<file path="src/rtl/note_judge.sv">
// Per-lane hit judge: classifies notes as HIT/MISS and stray presses as BAD; tracks score/combo/lives.
// Optional combo bonus scoring enabled by defining NOTE_JUDGE_COMBO_BONUS_EN.
module note_judge #(
    parameter int unsigned SCORE_W      = 10,
    parameter int unsigned SCORE_MAX    = 999,
    parameter int unsigned COMBO_W      = 7,
    parameter int unsigned LIVES        = 3,
    parameter int unsigned COMBO_THRESH = 10
) (
    input  logic               Clock,
    input  logic               Reset,
    input  logic               reachEnd,
    input  logic               pressed,
    input  logic               restart,
    output logic [SCORE_W-1:0] score,
    output logic [COMBO_W-1:0] combo,
    output logic [1:0]         lives,
    output logic               hitPulse,
    output logic               missPulse,
    output logic               badPulse,
    output logic               gameOver
);

    typedef enum logic [1:0] {StIdle, StArmed, StJudged, StOver} state_e;

`ifdef NOTE_JUDGE_COMBO_BONUS_EN
    localparam bit BonusEn = 1'b1;
`else
    localparam bit BonusEn = 1'b0;
`endif

    localparam logic [COMBO_W-1:0] ComboMax    = '1;
    localparam logic [SCORE_W:0]   ScoreMaxExt = (SCORE_W + 1)'(SCORE_MAX);
    localparam logic [1:0]         LivesInit   = 2'(LIVES);

    state_e             state_q, state_d;
    logic               pressed_q, pressed_d;
    logic [SCORE_W-1:0] score_q, score_d;
    logic [COMBO_W-1:0] combo_q, combo_d;
    logic [1:0]         lives_q, lives_d;
    logic               hit_q, hit_d;
    logic               miss_q, miss_d;
    logic               bad_q, bad_d;
    logic               game_over_q, game_over_d;

    logic             rise;
    logic             do_hit, do_miss, do_bad;
    logic [1:0]       pts;
    logic [SCORE_W:0] score_sum;

    always_comb begin
        rise      = pressed & ~pressed_q;
        pressed_d = pressed;
        // pts uses the combo value before this hit's increment
        pts       = (BonusEn && (32'(combo_q) >= COMBO_THRESH)) ? 2'd2 : 2'd1;
        score_sum = {1'b0, score_q} + (SCORE_W + 1)'(pts);

        state_d = state_q;
        score_d = score_q;
        combo_d = combo_q;
        lives_d = lives_q;
        do_hit  = 1'b0;
        do_miss = 1'b0;
        do_bad  = 1'b0;

        if (restart) begin
            state_d = StIdle;
            score_d = '0;
            combo_d = '0;
            lives_d = LivesInit;
        end else begin
            unique case (state_q)
                StIdle: begin
                    if (reachEnd) begin
                        do_hit  = rise;
                        state_d = rise ? StJudged : StArmed;
                    end else begin
                        do_bad = rise;
                    end
                end
                StArmed: begin
                    // a press on the closing edge is ignored: the note is already missed
                    if (!reachEnd) begin
                        do_miss = 1'b1;
                        state_d = (lives_q == 2'd1) ? StOver : StIdle;
                    end else if (rise) begin
                        do_hit  = 1'b1;
                        state_d = StJudged;
                    end
                end
                StJudged: begin
                    if (!reachEnd) state_d = StIdle;
                end
                default: ;
            endcase

            if (do_hit) begin
                score_d = (score_sum > ScoreMaxExt) ? ScoreMaxExt[SCORE_W-1:0]
                                                    : score_sum[SCORE_W-1:0];
                combo_d = (combo_q == ComboMax) ? combo_q : combo_q + 1'b1;
            end
            if (do_miss) begin
                combo_d = '0;
                lives_d = lives_q - 2'd1;
            end
            if (do_bad) combo_d = '0;
        end

        hit_d       = do_hit;
        miss_d      = do_miss;
        bad_d       = do_bad;
        game_over_d = (state_d == StOver);
    end

    always_ff @(posedge Clock or negedge Reset) begin
        if (!Reset) begin
            state_q     <= StIdle;
            pressed_q   <= 1'b0;
            score_q     <= '0;
            combo_q     <= '0;
            lives_q     <= LivesInit;
            hit_q       <= 1'b0;
            miss_q      <= 1'b0;
            bad_q       <= 1'b0;
            game_over_q <= 1'b0;
        end else begin
            state_q     <= state_d;
            pressed_q   <= pressed_d;
            score_q     <= score_d;
            combo_q     <= combo_d;
            lives_q     <= lives_d;
            hit_q       <= hit_d;
            miss_q      <= miss_d;
            bad_q       <= bad_d;
            game_over_q <= game_over_d;
        end
    end

    assign score     = score_q;
    assign combo     = combo_q;
    assign lives     = lives_q;
    assign hitPulse  = hit_q;
    assign missPulse = miss_q;
    assign badPulse  = bad_q;
    assign gameOver  = game_over_q;

endmodule
</file>
<file path="config.mk">
export PLATFORM = sky130hd
export DESIGN_NAME = note_judge
export DESIGN_NICKNAME = d
export VERILOG_FILES = /design/src/rtl/note_judge.sv
export SDC_FILE = /design/constraint.sdc
export NUM_CORES = 1
export LEC_CHECK = 0
export ABC_AREA = 1
export CAP_MARGIN = 20
export CORE_ASPECT_RATIO = 1.5
export CORE_UTILIZATION = 47
export DETAILED_ROUTE_END_ITERATION = 7
export MAX_ROUTING_LAYER = met4
export PLACE_DENSITY = 0.78
export SLEW_MARGIN = 20
export SYNTH_ARGS = -nofsm -noshare
export SYNTH_HDL_FRONTEND = slang
export SYNTH_SLANG_ARGS = --single-unit
</file>
<file path="constraint.sdc">
create_clock -name Clock -period 1.7 [get_ports Clock]
set_clock_uncertainty 0.2 [all_clocks]
set_input_delay 0.17 -clock Clock [delete_from_list [all_inputs] [get_ports Clock]]
set_output_delay 0.17 -clock Clock [all_outputs]
set_load 0.02 [all_outputs]
</file>
; ---- Word level (Yosys, flattened, before mapping)
; Cells that the tools add are included.
[totals]
regBits = 26
input_bits = 5
wordCells = 58
[op_classes]
order_cmp = 1
n_bitwise = 2
n_eq_ne = 6
n_mux = 32
add_sub_neg = 3
reduce_logical = 5
[op_table]
columns = operator, count
row1 = 2-to-1 mux 7 bit, 5
row2 = 2-to-1 mux 10 bit, 3
row3 = 2-to-1 mux 2 bit, 9
row4 = 2-to-1 mux 1 bit, 13
row5 = "adder 10 x 1 -> 11 bit, second input constant", 1
row6 = "greater-than comparator 11 x 10 -> 1 bit, second input constant", 1
row7 = "adder 7 x 1 -> 7 bit, second input constant", 1
row8 = "== test 7 bit, second input constant", 1
row9 = case mux 2 bit (3 select lines), 1
row10 = "== test 2 x 1 -> 1 bit, second input constant", 2
row11 = "== test 2 bit, second input constant", 2
row12 = "inequality test 4 bit, second input constant", 1
row13 = nonzero test 2 bit, 2
row14 = nonzero test 4 bit, 1
row15 = zero test 2 bit, 1
row16 = case mux 1 bit (2 select lines), 1
row17 = AND reduction 2 bit, 1
row18 = "subtractor 2 x 1 -> 2 bit, second input constant", 1
row19 = bitwise AND 1 bit, 1
row20 = NOT 1 bit, 1

; ---- Depth between registers and ports, before layout
; Gate-level depths: netlist of the first run.
[logic_depth]
ltp_word = 10
ltp_mapped = 13

; ---- Worst setup path before layout of the first run
; No wires, ideal clock.
[synth_path]
path_type = reg-to-reg
from = reg score_q[0] (netlist: score[0])
to = reg score_q[0] (netlist: score[0])
path_stages_with_launch = 13
t_required_ns = 1.383
path_slack_ns = -0.172
n_path_buf = 0
period_less_slack_ns = 1.872
setup_time_ns = 0.117
arrival_time_ns = 1.555
path_cell_list = dfrtp_1 -> ha_1 -> nand2_2 -> nor2_4 -> nand2_1 -> nand2_1 -> nand2_1 -> nand2_2 -> nor2_4 -> nand2_4 -> nand3_1 -> nand2_1 -> nand2_1
[synth_via]
elab_chain_cells = 5
[synth_lines]
columns = item, line_no
row1 = from (decl), 38  ; logic [SCORE_W-1:0] score_q, score_d;
row2 = from (signal assigned), 129  ; score_q <= score_d;
row3 = adder 10 x 1 -> 11 bit (*), 56  ; score_sum = {1'b0, score_q} + (SCORE_W + 1)'(pts);
row4 = greater-than comparator 11 x 10 -> 1 bit, 98  ; score_d = (score_sum > ScoreMaxExt) ? ScoreMaxExt[SCORE_W-1:0]
row5 = 2-to-1 mux 10 bit (*), 98
row6 = 2-to-1 mux 10 bit (*), 97  ; if (do_hit) begin
row7 = 2-to-1 mux 10 bit (*), 66  ; if (restart) begin
; Mark *: on every way between the ends. The rest lies on a longest branch, timed or not. The select of a mux whose other input is x is not followed.
; A chain may end at the register's enable or synchronous reset.

; ---- Worst setup path in the final report of the first run
[layout_path]
from = reg score_q[1] (netlist: score[1])
to = reg score_q[7] (netlist: score[7])
; Same word-level chain as after synthesis.

==> out/metrics.csv, run 1 <==
stage;metric;value;unit
clock_network;TritonCTS clock tree;built;
layout;layout cell share with drive strength beyond 1;0.352;
critical_path;slowest stage cell, crit path;dfrtp_2;
grt;pin count of the biggest net entering global routing;27;
grt;first-pass GRT wire length;5.82;mm
critical_path;Worst R2R Path Depth;12;
synthesis;Commonest cells post-synth;52 x nand2_1, 29 x inv_1, 24 x dfrtp_1, 23 x nor2_1, 12 x nand3_1;
critical_path;cell family with most CP delay;simple AND/OR/NAND/NOR gates;
grt;number of global-route vias before repair;1418;
place;DP Wirelength;2.51;mm
detailed_routing;DR pass1 iterations;4;
layout;synth-to-layout area growth;48.3;%
timing;Final WS setup;-0.121;ns
detailed_routing;DR vias;1496;
hold_path;HP Class;in2async;
power_and_ir_drop;Worst VDD drop;687;uV
layout;fill count;245;
detailed_routing;post-route antenna net violation count;0;
timing;Final Hold Fails;0;
power_and_ir_drop;static power due to leakage;1.20;nW
synthesis;Synth area leaders;dfrtp_1 39%, nand2_1 13%, inv_1 7.1%;
critical_path;worst-path maximum fanout;7;
grt;total grt overflow;0;
timing;Rel. slew slack;0.638;
layout;area occupied by registers;659;sq um
critical_path;worst reg2reg setup slack;-0.12;ns
synthesis;Post-synth EDFFs;0;
detailed_routing;DR WL/cell;11.8;um
critical_path;slowest cell delay on critical path;0.47;ns
timing;Worst Tran Pin Value;0.542;ns
floorplanning;FP Rows;25;
timing;RSZ-0062 raised after global routing;true;
floorplanning;IO Pins;28;
timing;period utilization;1.07;
synthesis;Post-Synth XOR/XNOR Area;0.00570;
synthesis;simple logic cell fraction of the synthesized area;0.379;
critical_path;CP Data Required Time;1.71;ns
layout;post-layout util;0.728;
clock_network;clk_lat worst skew;0.28;ns
clock_network;clk sinks;26;
synthesis;main combinational cell family by area after synthesis;simple AND/OR/NAND/NOR gates;
synthesis;Synth Warn #;0;
place;PortBufs;27;
clock_network;root buffer cell;clkbuf_8;
layout;area of the multi-input gates;912;sq um
job;Max-Cap Viols;0;
detailed_routing;1st-iter DRT viols;36;
place;Placed Cells;292;
synthesis;Synthesized Nets;213;
run_status;status;complete, but fails checks;
clock_network;Longest Clk Path Bufs;2;
critical_path;CP arrival;1.83;ns
power_and_ir_drop;pwr/cell area;563;nW/um^2
critical_path;kind of critical path;reg2reg;
critical_path;Stages on worst setup path;12;
synthesis;count leader, synth;nand2_1;
place;final RePlAce weighted congestion;0.886;
detailed_routing;DR vias/cell;4.97;
synthesis;Yosys cell types;24;
timing;min cycle time layout;1.82;ns
detailed_routing;WL final;3.56;mm
synthesis;fraction of registers with async set/reset;1.00;
layout;Nets;271;
synthesis;top cell type's share of synthesized area;0.391;
synthesis;fraction of the mapped netlist area in adder cells;0.0326;
floorplanning;Initial Util;0.491;
synthesis;mean area per synthesized cell;7.53;sq um
place;dpl ws;-0.247;ns
timing;Setup violations, final;8;
clock_network;number of buffers created by CTS;3;
grt;GRT Util Overall;0.219;
synthesis;Synth Flop Type;dfrtp_1;
clock_network;Reg clk slew, reported paths;0.10;ns
clock_network;Max H-tree Level;1;
grt;initial antenna violation count;0;
synthesis;area of the mapped netlist;1540;sq um
critical_path;CP Cell Sequence;ha_4 > nand2_4 > inv_1 > nor2_2 > nand2_1 > nand2_1 > nor2_2 > nor2_2 > nand2_4 > nand3_1 > nand2_1 > nand2_1;
synthesis;sequential fraction of the synthesis area;0.425;
synthesis;compound-gate portion of the synthesized area;0.0765;
timing;maximum clock rate;0.549;GHz
synthesis;Yosys top cell by area;dfrtp_1;
critical_path;CP Launch Type;flip-flop;
floorplanning;die width;48.7;um
detailed_routing;Remaining DRCs;0;
layout;ant diodes;0;
synthesis;register bit total from synthesis;26;
synthesis;mux contribution to synthesized area;0;
floorplanning;core area;3130;sq um
floorplanning;die area;3510;sq um
critical_path;most used cell along the critical path;nand2_1;
power_and_ir_drop;Pwr Total;0.00128;W
floorplanning;Chip Height;72.0;um
layout;post-route insts no fill;301;
timing;max-slew violations;0;
synthesis;Post-Syn Instances;204;
run_status;failing checks;setup timing;
critical_path;Crit path buffers/inverters;1;
clock_network;Post-CTS Hold Fix Bufs;0;
critical_path;Worst Setup End Kind;flip-flop;
-- metrics by stage --
step	hold slack, ns	TNS, ns	area, sq um
2_1_floorplan	-0.326	-0.164	1570
5_1_grt	0.100	-1.93	2280
4_1_cts	0.0664	-0.521	2180
3_3_place_gp	0.306	-1.70	2070
6_report	0.0542	-0.784	2280
3_5_place_dp	0.313	-2.53	2070
-- power by group --
group | switching (W) | internal, W
clock network | 0.000199 | 0.000207
registers | 0.0000150 | 0.000642
logic | 0.000123 | 0.0000956
total | 0.000337 | 0.000945
-- cells in the final DEF, fill, tap and decap left out, drive strengths merged --
cell | netlist | final
nand2 | 64 | 64
nor2 | 33 | 33
inv | 32 | 32
buf | 1 | 27
dfrtp | 24 | 24
nand3 | 15 | 15
clkdlybuf4s50 | 0 | 13
o21ai | 13 | 13
dlygate4sd2 | 0 | 11
a21oi | 8 | 8
clkbuf | 0 | 4
ha | 4 | 4
dlymetal6s2s | 0 | 3
dfstp | 2 | 2
nor3 | 2 | 2
o22ai | 2 | 2
and3 | 1 | 1
nor4 | 1 | 1
nand4 | 1 | 1
xor2 | 1 | 1
-- sequential cells by signal, indices dropped and copies added (netlist names) --
register / flops
gameOver: 1
state_q: 2
missPulse: 1
hitPulse: 1
badPulse: 1
combo: 7
score: 10
lives: 2
pressed_q: 1
-- metal layers --
layer	GRT usage	wire [um]
met5	-	0
met4	0.0817	62
met3	0.0189	63
met1	0.243	1460
met2	0.406	1970
-- layout make-up --
class                           count  area share
Multi-Input combinational cell    145       0.400
Timing Repair Buffer               54       0.210
Tap cell                           40      0.0220
Clock buffer                        4      0.0242
Sequential cell                    26       0.289
Inverter                           32      0.0538
-- final timing paths --
check | end | startpoint
min reg2reg | lives[1] | lives[1]
min | combo[6] | Reset
min in group Clock | pressed_q | pressed
max reg2reg | score[7] | score[1]
max | score[7] | score[1]
max in group asynchronous | lives[0] | Reset
-- cell families after synthesis --
group	after synthesis
AO/OA/AOI/OAI	23
XOR/XNOR	1
adder cells (fa/ha/maj)	4
buffers and inverters	33
flip-flops	26
AND/OR/NAND/NOR	117
-- repair_timing --
item | in CTS | in global routing
resized for setup | 25 | 22
pin swaps | 4 | 10
setup buffers | 2 | 3
hold endpoints to repair | 0 | 0
setup endpoints to repair | 21 | 18
Power figures use the tool's default switching activity.
==> run 2: changes to the inputs <==
CORE_UTILIZATION = 49   (was 47)
CTS_BUF_LIST = sky130_fd_sc_hd__clkbuf_8   (was not set)
==> run 2 against run 1 <==
Net effect:
- the flow still finishes with violations (setup timing)
- first-iteration DRC count fell by 25%
- hold slack better by 0.0016 ns
- critical path type unchanged
- fmax increased by 4.1%
- largest cell class unchanged
==> out/metrics.csv, run 2 (synthesis gave the netlist of run 1 again) <==
stage;metric;value;unit;change
place;Post-DP Area;2050;sq um;-0.79%
hold_path;HP Class;in2async;;
power_and_ir_drop;Pwr Total;0.00126;W;-1.6%
layout;layout cell share with drive strength beyond 1;0.328;;-0.0242
detailed_routing;1st-iter DRT viols;27;;-25%
place;DP Wirelength;2.45;mm;-2.4%
grt;initial antenna violation count;0;;unchanged
floorplanning;Initial Util;0.522;;+0.0309
power_and_ir_drop;Sequential Power Share;0.521;;+0.008
power_and_ir_drop;Worst VDD drop;636;uV;-7.5%
layout;most common cell after layout, fill and taps aside;nand2_1;;
timing;max-slew violations;0;;unchanged
detailed_routing;WL final;3.40;mm;-4.5%
clock_network;Reg clk slew, reported paths;0.09;ns;about the same
critical_path;CP Launch Type;flip-flop;;
grt;number of global-route vias before repair;1441;;+1.6%
timing;Setup violations, final;8;;unchanged
run_status;failing checks;setup timing;;
floorplanning;FP Rows;24;;-4.0%
detailed_routing;DR pass1 iterations;4;;unchanged
clock_network;root buffer cell;clkbuf_8;;
timing;Min Hold Slack;0.0558;ns;+0.00156 ns
timing;maximum clock rate;0.572;GHz;+4.1%
critical_path;Worst Setup End Kind;flip-flop;;
clock_network;TritonCTS clock tree;built;;
layout;post-route cell area;2230;sq um;-1.9%
timing;RSZ-0062 raised after global routing;true;;
layout;synth-to-layout area growth;45.4;%;
timing;period utilization;1.03;;-0.0423
layout;number of flip-flops in the largest register;10;;unchanged
detailed_routing;Remaining DRCs;0;;unchanged
run_status;status;complete, but fails checks;;
critical_path;FF-to-FF End;score[1];;
place;PortBufs;27;;unchanged
clock_network;Post-CTS Hold Fix Bufs;0;;unchanged
power_and_ir_drop;pwr/cell area;564;nW/um^2;+0.28%
grt;first-pass GRT wire length;5.65;mm;-2.8%
power_and_ir_drop;Sw Ratio;0.256;;-0.00675
power_and_ir_drop;Internal;0.000938;W;-0.74%
clock_network;clk sinks;26;;unchanged
place;final RePlAce weighted congestion;0.921;;+3.9%
detailed_routing;DR vias;1458;;-2.5%
layout;ant diodes;0;;unchanged
layout;Nets;272;;+0.37%
layout;most frequent cells in the layout;49 x nand2_1, 27 x buf_4, 26 x inv_1, 19 x nor2_1, 19 x dfrtp_1;;
floorplanning;die width;47.7;um;-2.0%
grt;total grt overflow;0;;unchanged
timing;Final Hold Fails;0;;unchanged
timing;Worst Tran Pin Value;0.511;ns;-0.0306 ns
critical_path;CP arrival;1.76;ns;-0.07 ns
critical_path;kind of critical path;reg2reg;;
detailed_routing;DR vias/cell;4.84;;-2.5%
detailed_routing;DR WL/cell;11.3;um;-4.5%
clock_network;Max H-tree Level;1;;unchanged
critical_path;worst reg2reg setup slack;-0.05;ns;+0.07 ns
critical_path;Worst R2R Path Depth;13;;+1
detailed_routing;post-route antenna net violation count;0;;unchanged
clock_network;number of buffers created by CTS;3;;unchanged
power_and_ir_drop;static power due to leakage;1.16;nW;-3.4%
grt;pin count of the biggest net entering global routing;27;;unchanged
floorplanning;die area;3370;sq um;-3.9%
critical_path;CP Data Required Time;1.71;ns;about the same
timing;Rel. slew slack;0.658;;+0.0205
grt;GRT Util Overall;0.232;;+0.0126
job;Max-Cap Viols;0;;unchanged
timing;min cycle time layout;1.75;ns;-0.0719 ns
clock_network;clk_lat worst skew;0.27;ns;about the same
place;dpl ws;-0.168;ns;+0.0783 ns
timing;setup tns final;-0.289;ns;+0.494 ns
timing;Final WS setup;-0.0488;ns;+0.0719 ns
critical_path;worst r2r src;score[0];;
power_and_ir_drop;P_sw;0.000323;W;-4.2%
floorplanning;core area;2940;sq um;-5.9%
floorplanning;Chip Height;70.6;um;-2.0%
critical_path;worst-path maximum fanout;7;;unchanged
power_and_ir_drop;Comb pwr share;0.164;;-0.006
power_and_ir_drop;clock network fraction of total power;0.315;;-0.002
floorplanning;IO Pins;28;;unchanged
clock_network;Longest Clk Path Bufs;2;;unchanged
[run 2: final cells by class]
cell class / count / area (sq um)
Clock buffer: 4 / 55.1
Timing Repair Buffer: 55 / 483
Tap cell: 39 / 48.8
Multi-Input combinational cell: 145 / 866
Inverter: 32 / 123
Sequential cell: 26 / 659
Fill cell: 236 / 708
[run 2: how the worst max path moves through the flow]
stage,start,end,slack (ns),depth (start not counted)
6_report,score[0],score[1],-0.05,13
5_1_grt,score[0],score[1],-0.16,13
4_1_cts,score[0],score[1],-0.07,13
3_5_place_dp,pressed,combo[4],-0.17,11
3_3_place_gp,pressed,combo[3],-0.14,11
2_1_floorplan,score[1],score[3],-0.03,11
[run 2: power groups by stage]
stage               Combinational (W)  Sequential, W  Clock [W]
CTS                          0.000199       0.000656   0.000412
global route                 0.000235       0.000659   0.000424
detailed placement           0.000199       0.000667          0
floorplan                   0.0000822       0.000686          0
finish                       0.000207       0.000656   0.000397
global placement             0.000196       0.000667          0
[run 2: metal layers]
layer	GRT usage	vias up	wire length, um
met2	0.407	19	1940
met1	0.252	680	1370
li1	-	757	-
met3	0.0179	2	64
met5	-	-	0
met4	0.0957	0	25
[run 2: stage by stage]
stage / std cells / util
final: 301 / 0.759
after global routing: 301 / 0.759
after CTS: 298 / 0.739
after detailed placement: 289 / 0.697
after global placement: 289 / 0.697
after floorplan: 204 / -
[run 2: worst max-delay path, stage by stage, from the launching register on]
cell	delay [ns]
dfrtp_2	0.45
inv_2	0.08
ha_4	0.20
inv_2	0.04
nand2_1	0.04
nor2_1	0.09
nand2_1	0.06
nand2_1	0.07
nor2_2	0.05
nor2_2	0.12
nand2_4	0.10
nand3_1	0.08
nand2_1	0.05
nand2_1	0.05
[run 2: repair_timing]
| action | 4_1_cts | 5_1_grt |
|---|---|---|
| pin swaps | 5 | 10 |
| hold endpoints to repair | 0 | 0 |
| cloned | 0 | 0 |
| setup endpoints to repair | 21 | 17 |
| gates resized for setup | 25 | 12 |
| setup buffers | 5 | 3 |
==> run 3: changes to the inputs <==
TNS_END_PERCENT = 10   (was not set)
==> run 3 against run 2 <==
Net effect:
- the flow still finishes with violations (setup timing)
- utilization down 1.2 points
- hold slack worse by 0.0019 ns
- power decreased by 5.0%
- fmax shrank 1.4%
- flip-flop and latch count is the same
- register-to-register slack got worse by 0.02 ns
- sequential power barely moved
- global-route usage is 0.91 points lower
- sequential share of layout area increased by 0.43 points
- via count rose by 1.8%
- die area did not move
- highest routed layer unchanged
- clock power down 15%
==> out/metrics.csv, run 3 (synthesis gave the netlist of run 1 again) <==
stage;metric;value;unit;change
run_status;status;complete, but fails checks;;
run_status;failing checks;setup timing;;
clock_network;number of buffers created by CTS;3;;unchanged
layout;most common cell after layout, fill and taps aside;nand2_1;;
grt;number of global-route vias before repair;1392;;-3.4%
timing;maximum clock rate;0.564;GHz;-1.4%
timing;Min Hold Slack;0.0539;ns;-0.00193 ns
timing;RSZ-0062 raised after global routing;true;;
grt;first-pass GRT wire length;5.49;mm;-2.8%
grt;GRT Util Overall;0.223;;-0.00914
layout;Nets;269;;-1.1%
clock_network;TritonCTS clock tree;built;;
floorplanning;die area;3370;sq um;unchanged
critical_path;most used cell along the critical path;nand2_1;;
timing;Worst Tran Pin Value;0.334;ns;-0.177 ns
grt;total grt overflow;0;;unchanged
critical_path;Worst Setup End Kind;flip-flop;;
timing;Setup violations, final;8;;unchanged
detailed_routing;DR WL/cell;11.3;um;-0.18%
critical_path;CP Cell Sequence;inv_2 > ha_4 > inv_2 > nand2_1 > nor2_1 > nand2_1 > nand2_1 > nor2_2 > nor2_2 > nand2_4 > nand3_1 > nand2_1 > nand2_1;;
floorplanning;Initial Util;0.522;;unchanged
grt;met1 GRT Util;0.249;;-0.00341
clock_network;clk sinks;26;;unchanged
timing;period utilization;1.04;;+0.0147
grt;grt peak-use layer;met2;;
critical_path;slowest cell delay on critical path;0.45;ns;about the same
detailed_routing;1st-iter DRT viols;30;;+11%
timing;Final WS setup;-0.0738;ns;-0.0250 ns
layout;synth-to-layout area growth;43.1;%;
power_and_ir_drop;static power due to leakage;1.16;nW;about the same
critical_path;worst r2r src;score[0];;
power_and_ir_drop;Worst VDD drop;530;uV;-17%
critical_path;CP Launch Type;flip-flop;;
floorplanning;Chip Height;70.6;um;unchanged
detailed_routing;DR pass1 iterations;4;;unchanged
timing;max-slew violations;0;;unchanged
clock_network;Reg clk slew, reported paths;0.09;ns;about the same
critical_path;crit path from;score[0];;
layout;post-layout util;0.747;;-0.0123
grt;GR met2 Demand/Resource;0.399;;-0.00751
layout;number of flip-flops in the largest register;10;;unchanged
clock_network;Post-CTS Hold Fix Bufs;0;;unchanged
place;final RePlAce weighted congestion;0.893;;-3.0%
floorplanning;core area;2940;sq um;unchanged
clock_network;Longest Clk Path Bufs;2;;unchanged
floorplanning;FP Rows;24;;unchanged
job;Max-Cap Viols;0;;unchanged
place;PortBufs;27;;unchanged
timing;min cycle time layout;1.77;ns;+0.0250 ns
hold_path;HP Class;in2async;;
timing;Final Hold Fails;0;;unchanged
grt;initial antenna violation count;0;;unchanged
detailed_routing;WL final;3.36;mm;-1.2%
clock_network;root buffer cell;clkbuf_8;;
floorplanning;die width;47.7;um;unchanged
detailed_routing;Remaining DRCs;0;;unchanged
detailed_routing;post-route antenna net violation count;0;;unchanged
clock_network;Max H-tree Level;1;;unchanged
layout;layout cell share with drive strength beyond 1;0.301;;-0.0271
timing;Rel. slew slack;0.777;;+0.119
layout;most frequent cells in the layout;50 x nand2_1, 28 x inv_1, 24 x buf_4, 20 x dfrtp_1, 18 x nor2_1;;
power_and_ir_drop;pwr/cell area;545;nW/um^2;-3.4%
floorplanning;IO Pins;28;;unchanged
clock_network;clk_lat worst skew;0.26;ns;about the same
critical_path;kind of critical path;reg2reg;;
detailed_routing;DR vias/cell;4.98;;+2.8%
critical_path;CP Data Required Time;1.71;ns;about the same
critical_path;CP arrival;1.78;ns;+0.02 ns
place;DP Wirelength;2.60;mm;+6.1%
grt;pin count of the biggest net entering global routing;27;;unchanged
grt;routing usage on met3;0.0153;;-0.00255
detailed_routing;DR vias;1484;;+1.8%
critical_path;slowest stage cell, crit path;dfrtp_2;;
critical_path;worst-path maximum fanout;7;;unchanged
layout;ant diodes;0;;unchanged
run 3: changes by cell type in the layout (fill, tap and decap cells not counted), moves of 2 or more:
cell and change:
nand3_2 -3, dlymetal6s2s_1 +2, dlygate4sd2_1 -2, inv_1 +2, buf_4 -3, nand3_1 +3
run 3: critical path: cells and delay by family (launching register included):
kind,cells,cell delay [ns]
and+or+nand+nor,10,0.74
DFF,1,0.45
adders and majority gates,1,0.20
buffers and inverters,2,0.12
run 3: per-layer routing:
metal	wire, um	part of all wire
met1	1360	0.41
met2	1900	0.57
met3	66	0.020
met4	25	0.0074
met5	0	0
run 3: area by class of cell:
| cell class | instances | area [sq um] |
|---|---|---|
| multi-input combinational | 145 | 856 |
| fill | 242 | 744 |
| sequential | 26 | 658 |
| timing repair buffer | 52 | 468 |
| inverter | 32 | 123 |
| tap | 39 | 48.8 |
| clock buffer | 3 | 41.3 |
| clock inverter | 1 | 3.75 |
run 3: where the power goes:
part,internal [W],switching (W),total [W]
logic,0.0000894,0.000115,0.000204
clock network,0.000161,0.000176,0.000337
registers,0.000642,0.0000146,0.000657
run 3: repair_timing:
action                                  4_1_cts  5_1_grt
endpoints found under the setup margin       23       22
pin swaps                                     2        2
gates resized for setup                      15       21
buffers inserted                              0        2
run 3: worst paths after layout:
path,end,slack (ns),cells after the start
setup reg to reg,score[2],-0.07,13
max in group asynchronous,lives[1],0.94,2
min in group Clock,pressed_q,0.17,1
hold reg to reg,lives[1],0.32,2
setup / recovery,score[2],-0.07,13
hold / removal,combo[3],0.05,2
run 3: per-stage QoR:
stage	cells	setup TNS [ns]	total power (W)	setup slack [ns]	cell area (sq um)
finish	298	-0.410	0.00120	-0.0738	2200
global route	298	-1.33	0.00127	-0.185	2200
CTS	296	-0.527	0.00121	-0.0756	2110
detailed placement	292	-1.77	0.000867	-0.176	2070
global placement	292	-1.36	0.000864	-0.130	2070
floorplan	204	-0.187	0.000767	-0.0288	1570
